--- config.mk ---
export PLATFORM = sky130hd
export DESIGN_NAME = hazard_scoreboard_flat
export DESIGN_NICKNAME = d
export VERILOG_FILES = /design/src/rtl/hazard_scoreboard_if.sv /design/src/rtl/hazard_scoreboard.sv /design/src/flat_wrapper.sv
export SDC_FILE = /design/constraint.sdc
export NUM_CORES = 1
export LEC_CHECK = 0
export ABC_AREA = 1
export ABC_CLOCK_PERIOD_IN_PS = 4870
export CAP_MARGIN = 20
export CORE_MARGIN = 1.5
export CORE_UTILIZATION = 64
export CTS_BUF_LIST = sky130_fd_sc_hd__clkbuf_2
export CTS_CLUSTER_SIZE = 14
export DETAILED_ROUTE_END_ITERATION = 8
export PLACE_DENSITY = 0.94
export SLEW_MARGIN = 20
export SYNTH_ARGS = -nofsm -noshare
export SYNTH_HDL_FRONTEND = slang
export SYNTH_SLANG_ARGS = --single-unit
--- constraint.sdc ---
create_clock -name clk -period 4.87 [get_ports clk]
set_input_delay 0.7305 -clock clk [delete_from_list [all_inputs] [get_ports clk]]
set_output_delay 0.7305 -clock clk [all_outputs]
set_load 0.005 [all_outputs]
--- src/rtl/hazard_scoreboard_if.sv ---
// hazard_scoreboard_if: issue/operand/flow inputs and hazard outputs of the scoreboard; stall_cnt exists only with HAZARD_PERF_CNT_EN.
interface hazard_scoreboard_if #(parameter int ADDR_W = 5, parameter int LAT_W = 3);
  logic issue_vld;
  logic issue_we;
  logic [ADDR_W-1:0] issue_dst;
  logic [LAT_W-1:0] issue_lat;
  logic src0_re;
  logic src1_re;
  logic [ADDR_W-1:0] src0_addr;
  logic [ADDR_W-1:0] src1_addr;
  logic flow_change;
  logic hlt_in;
  logic stall;
  logic flush;
  logic byp0;
  logic byp1;
  logic hlt_out;
`ifdef HAZARD_PERF_CNT_EN
  logic [15:0] stall_cnt;
  modport master (output issue_vld, issue_we, issue_dst, issue_lat, src0_re, src1_re, src0_addr, src1_addr,
                  flow_change, hlt_in, input stall, flush, byp0, byp1, hlt_out, stall_cnt);
  modport slave (input issue_vld, issue_we, issue_dst, issue_lat, src0_re, src1_re, src0_addr, src1_addr,
                 flow_change, hlt_in, output stall, flush, byp0, byp1, hlt_out, stall_cnt);
`else
  modport master (output issue_vld, issue_we, issue_dst, issue_lat, src0_re, src1_re, src0_addr, src1_addr,
                  flow_change, hlt_in, input stall, flush, byp0, byp1, hlt_out);
  modport slave (input issue_vld, issue_we, issue_dst, issue_lat, src0_re, src1_re, src0_addr, src1_addr,
                 flow_change, hlt_in, output stall, flush, byp0, byp1, hlt_out);
`endif
endinterface

--- src/rtl/hazard_scoreboard.sv ---
// hazard_scoreboard: per-register latency scoreboard raising RAW/WAW stalls, bypass selects, flush and sticky halt.
// Optional stall-cycle counter enabled by defining HAZARD_PERF_CNT_EN.
module hazard_scoreboard #(
  parameter int ADDR_W = 5,
  parameter int LAT_W = 3,
  parameter int FLUSH_CYC = 2
) (
  input logic clk,
  input logic rst_n,
  hazard_scoreboard_if.slave bus
);
  localparam int NREG = 2 ** ADDR_W;
  localparam int FW = $clog2(FLUSH_CYC + 1);
  localparam logic [LAT_W-1:0] ONE = LAT_W'(1);
  logic [LAT_W-1:0] cnt [NREG];
  logic [FW-1:0] fcnt;
  logic hlt_q, byp0_q, byp1_q;
  logic raw_hz, waw_hz, stall, flush, accept;
  logic rd0, rd1, wr;
  always_comb begin
    rd0 = bus.src0_re && bus.src0_addr != '0;
    rd1 = bus.src1_re && bus.src1_addr != '0;
    wr = bus.issue_we && bus.issue_dst != '0;
    raw_hz = (rd0 && cnt[bus.src0_addr] > ONE) || (rd1 && cnt[bus.src1_addr] > ONE);
    waw_hz = bus.issue_vld && wr && cnt[bus.issue_dst] > bus.issue_lat;
    stall = (bus.issue_vld && (raw_hz || waw_hz)) || hlt_q;
    flush = fcnt != '0 || bus.flow_change;
    accept = bus.issue_vld && !stall && !flush;
  end
  // Register 0 is hardwired, so its entry is forced to zero every cycle.
  always_ff @(posedge clk)
    for (int r = 0; r < NREG; r++)
      if (!rst_n || r == 0) cnt[r] <= '0;
      else if (accept && wr && bus.issue_dst == ADDR_W'(r) && bus.issue_lat != '0) cnt[r] <= bus.issue_lat;
      else if (cnt[r] != '0) cnt[r] <= cnt[r] - ONE;
  always_ff @(posedge clk)
    if (!rst_n) begin
      fcnt <= '0;
      hlt_q <= 1'b0;
      byp0_q <= 1'b0;
      byp1_q <= 1'b0;
    end else begin
      fcnt <= bus.flow_change ? FW'(FLUSH_CYC) : (fcnt != '0 ? fcnt - 1'b1 : fcnt);
      hlt_q <= hlt_q || (accept && bus.hlt_in);
      byp0_q <= accept && rd0 && cnt[bus.src0_addr] == ONE;
      byp1_q <= accept && rd1 && cnt[bus.src1_addr] == ONE;
    end
`ifdef HAZARD_PERF_CNT_EN
  logic [15:0] stall_cnt;
  always_ff @(posedge clk)
    if (!rst_n) stall_cnt <= '0;
    else if (stall && stall_cnt != 16'hFFFF) stall_cnt <= stall_cnt + 16'd1;
  assign bus.stall_cnt = stall_cnt;
`endif
  assign bus.stall = stall;
  assign bus.flush = flush;
  assign bus.byp0 = byp0_q;
  assign bus.byp1 = byp1_q;
  assign bus.hlt_out = hlt_q;
endmodule

--- src/flat_wrapper.sv ---
// flat-port wrapper written by rule: the top's interface ports become plain ports
module hazard_scoreboard_flat 
#(
  parameter int ADDR_W = 5,
  parameter int LAT_W = 3,
  parameter int FLUSH_CYC = 2
)
  (clk, rst_n, bus_issue_vld, bus_issue_we, bus_issue_dst, bus_issue_lat, bus_src0_re, bus_src1_re, bus_src0_addr, bus_src1_addr, bus_flow_change, bus_hlt_in, bus_stall, bus_flush, bus_byp0, bus_byp1, bus_hlt_out);
  hazard_scoreboard_if #(.ADDR_W(ADDR_W), .LAT_W(LAT_W)) bus_i ();
  input logic clk;
  input logic rst_n;
  input wire logic [$bits(bus_i.issue_vld)-1:0] bus_issue_vld;
  input wire logic [$bits(bus_i.issue_we)-1:0] bus_issue_we;
  input wire logic [$bits(bus_i.issue_dst)-1:0] bus_issue_dst;
  input wire logic [$bits(bus_i.issue_lat)-1:0] bus_issue_lat;
  input wire logic [$bits(bus_i.src0_re)-1:0] bus_src0_re;
  input wire logic [$bits(bus_i.src1_re)-1:0] bus_src1_re;
  input wire logic [$bits(bus_i.src0_addr)-1:0] bus_src0_addr;
  input wire logic [$bits(bus_i.src1_addr)-1:0] bus_src1_addr;
  input wire logic [$bits(bus_i.flow_change)-1:0] bus_flow_change;
  input wire logic [$bits(bus_i.hlt_in)-1:0] bus_hlt_in;
  output wire logic [$bits(bus_i.stall)-1:0] bus_stall;
  output wire logic [$bits(bus_i.flush)-1:0] bus_flush;
  output wire logic [$bits(bus_i.byp0)-1:0] bus_byp0;
  output wire logic [$bits(bus_i.byp1)-1:0] bus_byp1;
  output wire logic [$bits(bus_i.hlt_out)-1:0] bus_hlt_out;
  assign bus_i.issue_vld = bus_issue_vld;
  assign bus_i.issue_we = bus_issue_we;
  assign bus_i.issue_dst = bus_issue_dst;
  assign bus_i.issue_lat = bus_issue_lat;
  assign bus_i.src0_re = bus_src0_re;
  assign bus_i.src1_re = bus_src1_re;
  assign bus_i.src0_addr = bus_src0_addr;
  assign bus_i.src1_addr = bus_src1_addr;
  assign bus_i.flow_change = bus_flow_change;
  assign bus_i.hlt_in = bus_hlt_in;
  assign bus_stall = bus_i.stall;
  assign bus_flush = bus_i.flush;
  assign bus_byp0 = bus_i.byp0;
  assign bus_byp1 = bus_i.byp1;
  assign bus_hlt_out = bus_i.hlt_out;
  hazard_scoreboard #(.ADDR_W(ADDR_W), .LAT_W(LAT_W), .FLUSH_CYC(FLUSH_CYC)) u_core (.clk(clk), .rst_n(rst_n), .bus(bus_i));
endmodule
## Yosys cells after proc, flatten, opt, wreduce, memory -nomap -nowiden

Memory sizes are Yosys's and may differ from the RTL's.
Cells that the tools add are included.

- Register bits: 5
- RAM bits: 96
- Input port bits: 26
- Output and inout port bits: 5
- Word-level logic and storage cells: 542
- Memories kept: 1

Memories:

| name | words | width | read ports | clocked after Yosys merged registers in | write ports | line | text |
|---|---|---|---|---|---|---|---|
| u_core.cnt | 32 | 3 | 34 | 0 | 32 | hazard_scoreboard.sv:15 | `logic [LAT_W-1:0] cnt [NREG];` |

- Add/sub/neg operators: 32
- $lt $le $gt $ge: 3
- Equal/unequal tests: 33
- Muxes and demuxes: 282
- Bitwise logic cells: 63
- Reductions and logical operators: 123

Operators by type and width:

| kind | count |
|---|---|
| $mux 1 | 218 |
| $mux 3 | 62 |
| $reduce_bool 3->1 | 32 |
| $sub 3x1->3 const B | 31 |
| $eq 5x5->1 const B | 16 |
| $logic_and 1x1->1 | 78 |
| $or 1x1->1 | 62 |
| $eq 5x4->1 const B | 8 |
| $eq 5x3->1 const B | 4 |
| $reduce_bool 5->1 | 3 |
| $eq 5x2->1 const B | 2 |
| $eq 3x1->1 const B | 2 |
| $gt 3x1->1 const B | 2 |
| $eq 5x1->1 const B | 1 |
| $logic_or 1x1->1 | 5 |
| $mux 2 | 2 |
| $reduce_bool 2->1 | 2 |
| $gt 3x3->1 | 1 |
| $logic_not 1->1 | 2 |
| $reduce_or 2->1 | 1 |
| $sub 2x1->2 const B | 1 |
| $not 1->1 | 1 |

## Logic depth before layout (Yosys ltp)

- Depth after elaboration: 18
- Depth in mapped cells: 22
- Mapped depth without buffers: 20

## Worst setup path before layout

No wires, ideal clock.

- Kind: in2reg
- From: input bus_issue_dst[0]
- To: memory u_core.cnt[10][0], enable pin
- Setup time: 307 ps
- Arrival: 3322 ps
- Data required time: 4563 ps
- Path slack: 1242 ps
- Stages: 18
- Buffers on the path: 3
- Cell sequence: nor2_1 > clkbuf_1 > buf_1 > a22oi_1 > o221ai_1 > a22oi_1 > a41oi_1 > ha_1 > a21oi_1 > o21ai_0 > nand3_1 > nand3_1 > nand2_1 > nand3_2 > nor2_4 > buf_6 > nand2_4 > nand3_1

RTL lines:

| element | line | text |
|---|---|---|
| start: declaration | flat_wrapper.sv:14 | `input wire logic [$bits(bus_i.issue_dst)-1:0] bus_issue_dst;` |
| end: declaration | hazard_scoreboard.sv:15 |  |

## Worst setup path in the final report

- From: input bus_issue_dst[1]
- To: output bus_stall

- Longest elaborated chain between the ends: 7
- Elaborated cells on any way between the ends: 9
- Classes of those cells: 1 x order compare; 7 x reduce/logical; 1 x memory

RTL lines:

| element | line | text |
|---|---|---|
| parallel branches: the longest is 3 deep, another holds $mem_v2 32x3 | n/a |  |
| $logic_and 1x1->1 * | hazard_scoreboard.sv:25 | `waw_hz = bus.issue_vld && wr && cnt[bus.issue_dst] > bus.issue_lat;` |
| $logic_or 1x1->1 * | hazard_scoreboard.sv:26 | `stall = (bus.issue_vld && (raw_hz \|\| waw_hz)) \|\| hlt_q;` |
| $logic_and 1x1->1 * | hazard_scoreboard.sv:26 |  |
| $logic_or 1x1->1 * | hazard_scoreboard.sv:26 |  |
| end: declaration | flat_wrapper.sv:22 | `output wire logic [$bits(bus_i.stall)-1:0] bus_stall;` |

Mark *: on every way between the ends.

==> impl_metrics.yaml <==
setup_path:
  worst_setup_path_start_kind: "input pin"
  arrival_ps: 3900
  regToRegSetupSlack_ps: 1430
  cp_data_required_time_ps: 4140
  cp_slowest_cell: "clkdlybuf4s50_1"
  crit_chain: "clkdlybuf4s50_1, nor2_2, buf_12, a22oi_1, o221ai_1, a22o_1, a221oi_1, o21ai_0, ha_1, nand2_1, o21ai_0, nand3_1, nand3_1, a21oi_1, inv_1, clkdlybuf4s50_1"
  critPathKind: "in -> out"
  timing.rr.end: "u_core.cnt[23][2]$_DFFE_PP_"
  worst_path_largest_cell_delay_ps: 590
  reg2regPathDepth: 18
  worstReg2RegStart: "u_core.cnt[20][1]$_DFFE_PP_"
  worstPathMaxFanout: 19
  critPathCaptureType: "output pin"
pwr:
  ir_worst_vdd_v: 0.000298
  leakage_nw: 4.51
  p_per_area_nw_per_um2: 478
yosys:
  synth_top_area_share: 0.324
  ys_seq_elements: 98
  yosysSeqAreaShare: 0.336
  synthTopCellsByCount: "nand2_1 (257), inv_1 (223), nand3_1 (120)"
  synth_edf_count: 93
  yosysMostFrequentCell: "nand2_1"
  yosysTopAreaCell: "edfxtp_1"
  syn_area_um2: 8610
  synth_cell_types: 40
  syn-num-nets: 1311
  syn_inst: 1220
  async_flop_share: 0
  synth_area_leaders: "edfxtp_1 (32%), nand2_1 (11%), inv_1 (9.7%), ha_1 (9.4%), nand3_1 (7.0%)"
  syn_avg_cell_area_um2: 7.05
  synthFlopType: "edfxtp_1"
  synth-warning-count: 0
die:
  die_area_um2: 14200
  io_pins: 31
  core-area_um2: 13200
  die_w_um: 119
  die_h_um: 119
  num_rows: 42
  initial_core_util: 0.653
clock_network:
  hold_buffers: 0
  cts_resized: 0
  clkTransAtPathRegs_ps: 230
  cts_max_level: 3
  tritoncts: "yes"
  insertion_delay_ps: 670
  numCtsBuffers: 9
  clk_path_buf_depth: 2
  post_cts_buffers: 0
  clkSinkCount: 98
  cts-root-buf: "clkbuf_2"
cells_and_area:
  drive_above_1_share: 0.0615
  area_growth_pct: 7.41
  final_cell_count_no_fill: 1414
  utilization: 0.701
  nets: 1322
timing:
  setup_tns_ps: 0
  skew_ps: 35.0
  fin_crit_ps: 4630
  fin_ws_ps: 241
  drv_slew: 0
  min_period_over_period: 0.951
  worstMarginPinSlew_ps: 832
  holdWs_ps: 496
  rsz0062_at_grt: "no"
  hold_violations: 0
  clock.fmax_mhz: 216
  setup_viol: 0
  slew-limit-headroom: 0.446
worst_hold_path:
  hold_class: "reg -> reg"
  worst_hold_startpoint: "u_core.fcnt[0]$_SDFFE_PP0P_"
  hold_path_end: "u_core.fcnt[0]$_SDFFE_PP0P_"
  hold_depth: 1
detailed_routing:
  dr_total_vias: 8967
  drt_pass1_iterations: 9
  drt_iter0_markers: 1549
  vias_per_cell: 6.34
  ant_nets: 0
  wl_mm: 26.5
  post_drt_wl_per_cell_um: 18.7
  drc: 13
place:
  io_buffers: 30
  hpwl_mm: 19.7
  placed_cells: 1396
  gp_congestion: 1.04
  dpl_worst_slack_ps: 231
global_route:
  grtUsageTotal: 0.383
  grt_max_degree: 86
  grt_pass1_vias: 8241
  overflow: 0
  grt_pass1_wl_mm: 42.0
  antenna_found_initial: 2
outcome:
  failed_checks: "DRC"
  status: "complete, but fails checks"
run:
  cap_violations: 0
==> worst max-delay path by stage <==
stage | startpoint | endpoint | slack [ps] | depth (start not counted)
6_report | bus_issue_dst[1] | bus_stall | 240 | 16
5_1_grt | bus_issue_dst[1] | bus_stall | 30 | 16
4_1_cts | bus_issue_dst[1] | bus_stall | 230 | 16
3_5_place_dp | bus_issue_dst[1] | bus_stall | 230 | 16
3_3_place_gp | bus_issue_dst[1] | bus_stall | 330 | 16
2_1_floorplan | bus_issue_dst[0] | u_core.cnt[10][0]$_DFFE_PP_ | 1240 | 18
==> worst max-delay path: cells and delay by family <==
kind	cells	cell delay, ps
simple gates	4	350
compound gates	7	1210
fa+ha+maj	1	310
buf+inv	4	1320
==> per-layer routing <==
| metal | part of all wire | track usage | vias to the layer above |
|---|---|---|---|
| met5 | 0 | 0 | - |
| met2 | 0.45 | 0.600 | 716 |
| met1 | 0.38 | 0.499 | 3947 |
| li1 | - | - | 4153 |
| met4 | 0.047 | 0.189 | 0 |
| met3 | 0.13 | 0.0920 | 151 |
==> cell usage in the layout, fill, tap and decap left out, drive strengths merged, types with 2 or more instances in the layout <==
cell	count
buf	25
clkbuf	13
inv	227
ha	65
a221oi	5
o2111ai	3
edfxtp	93
nand3	121
o221ai	15
diode	2
a21oi	33
nand4	95
dfxtp	5
nor3	7
o21ai	49
o311ai	3
a22oi	13
nor2	117
clkdlybuf4s50	29
a211oi	5
clkinv	11
nand2	272
o211ai	2
o22ai	19
==> through the flow <==
step / total power, mW / instance area (um2)
after CTS: 4.34 / 9240
final: 4.42 / 9250
after detailed placement: 3.95 / 9130
after global placement: 3.80 / 9130
after floorplan: 3.28 / 8610
after global routing: 4.80 / 9250
==> sequential cells by signal, indices dropped and copies added (netlist names) <==
name,cells
u_core.cnt,93
u_core.fcnt,2
u_core.bus.byp0,1
u_core.bus.byp1,1
u_core.bus.hlt_out,1
==> cell type report <==
cell class	instances	area, um2
fill	1068	3950
inverter	236	886
timing repair buffer	54	528
sequential	98	2890
clock inverter	3	40.0
antenna	2	5.00
multi-input combinational	832	4610
tap	176	220
clock buffer	13	65.1
==> kinds of logic after synthesis <==
family | count (synthesis) | synth area share
DFF | 98 | 0.336
adders and majority gates | 65 | 0.0945
xor gates and xnor gates | 1 | 0.00102
and+or+nand+nor | 615 | 0.330
AOI/OAI and AO/OA | 151 | 0.109
buffers and inverters | 290 | 0.129
==> report_power, final <==
part	switching [mW]	internal, mW
clock	0.283	0.126
combinational	1.48	0.830
sequential	0.267	1.43
total	2.03	2.38
Note: power is estimated with default switching activity, not from simulation.
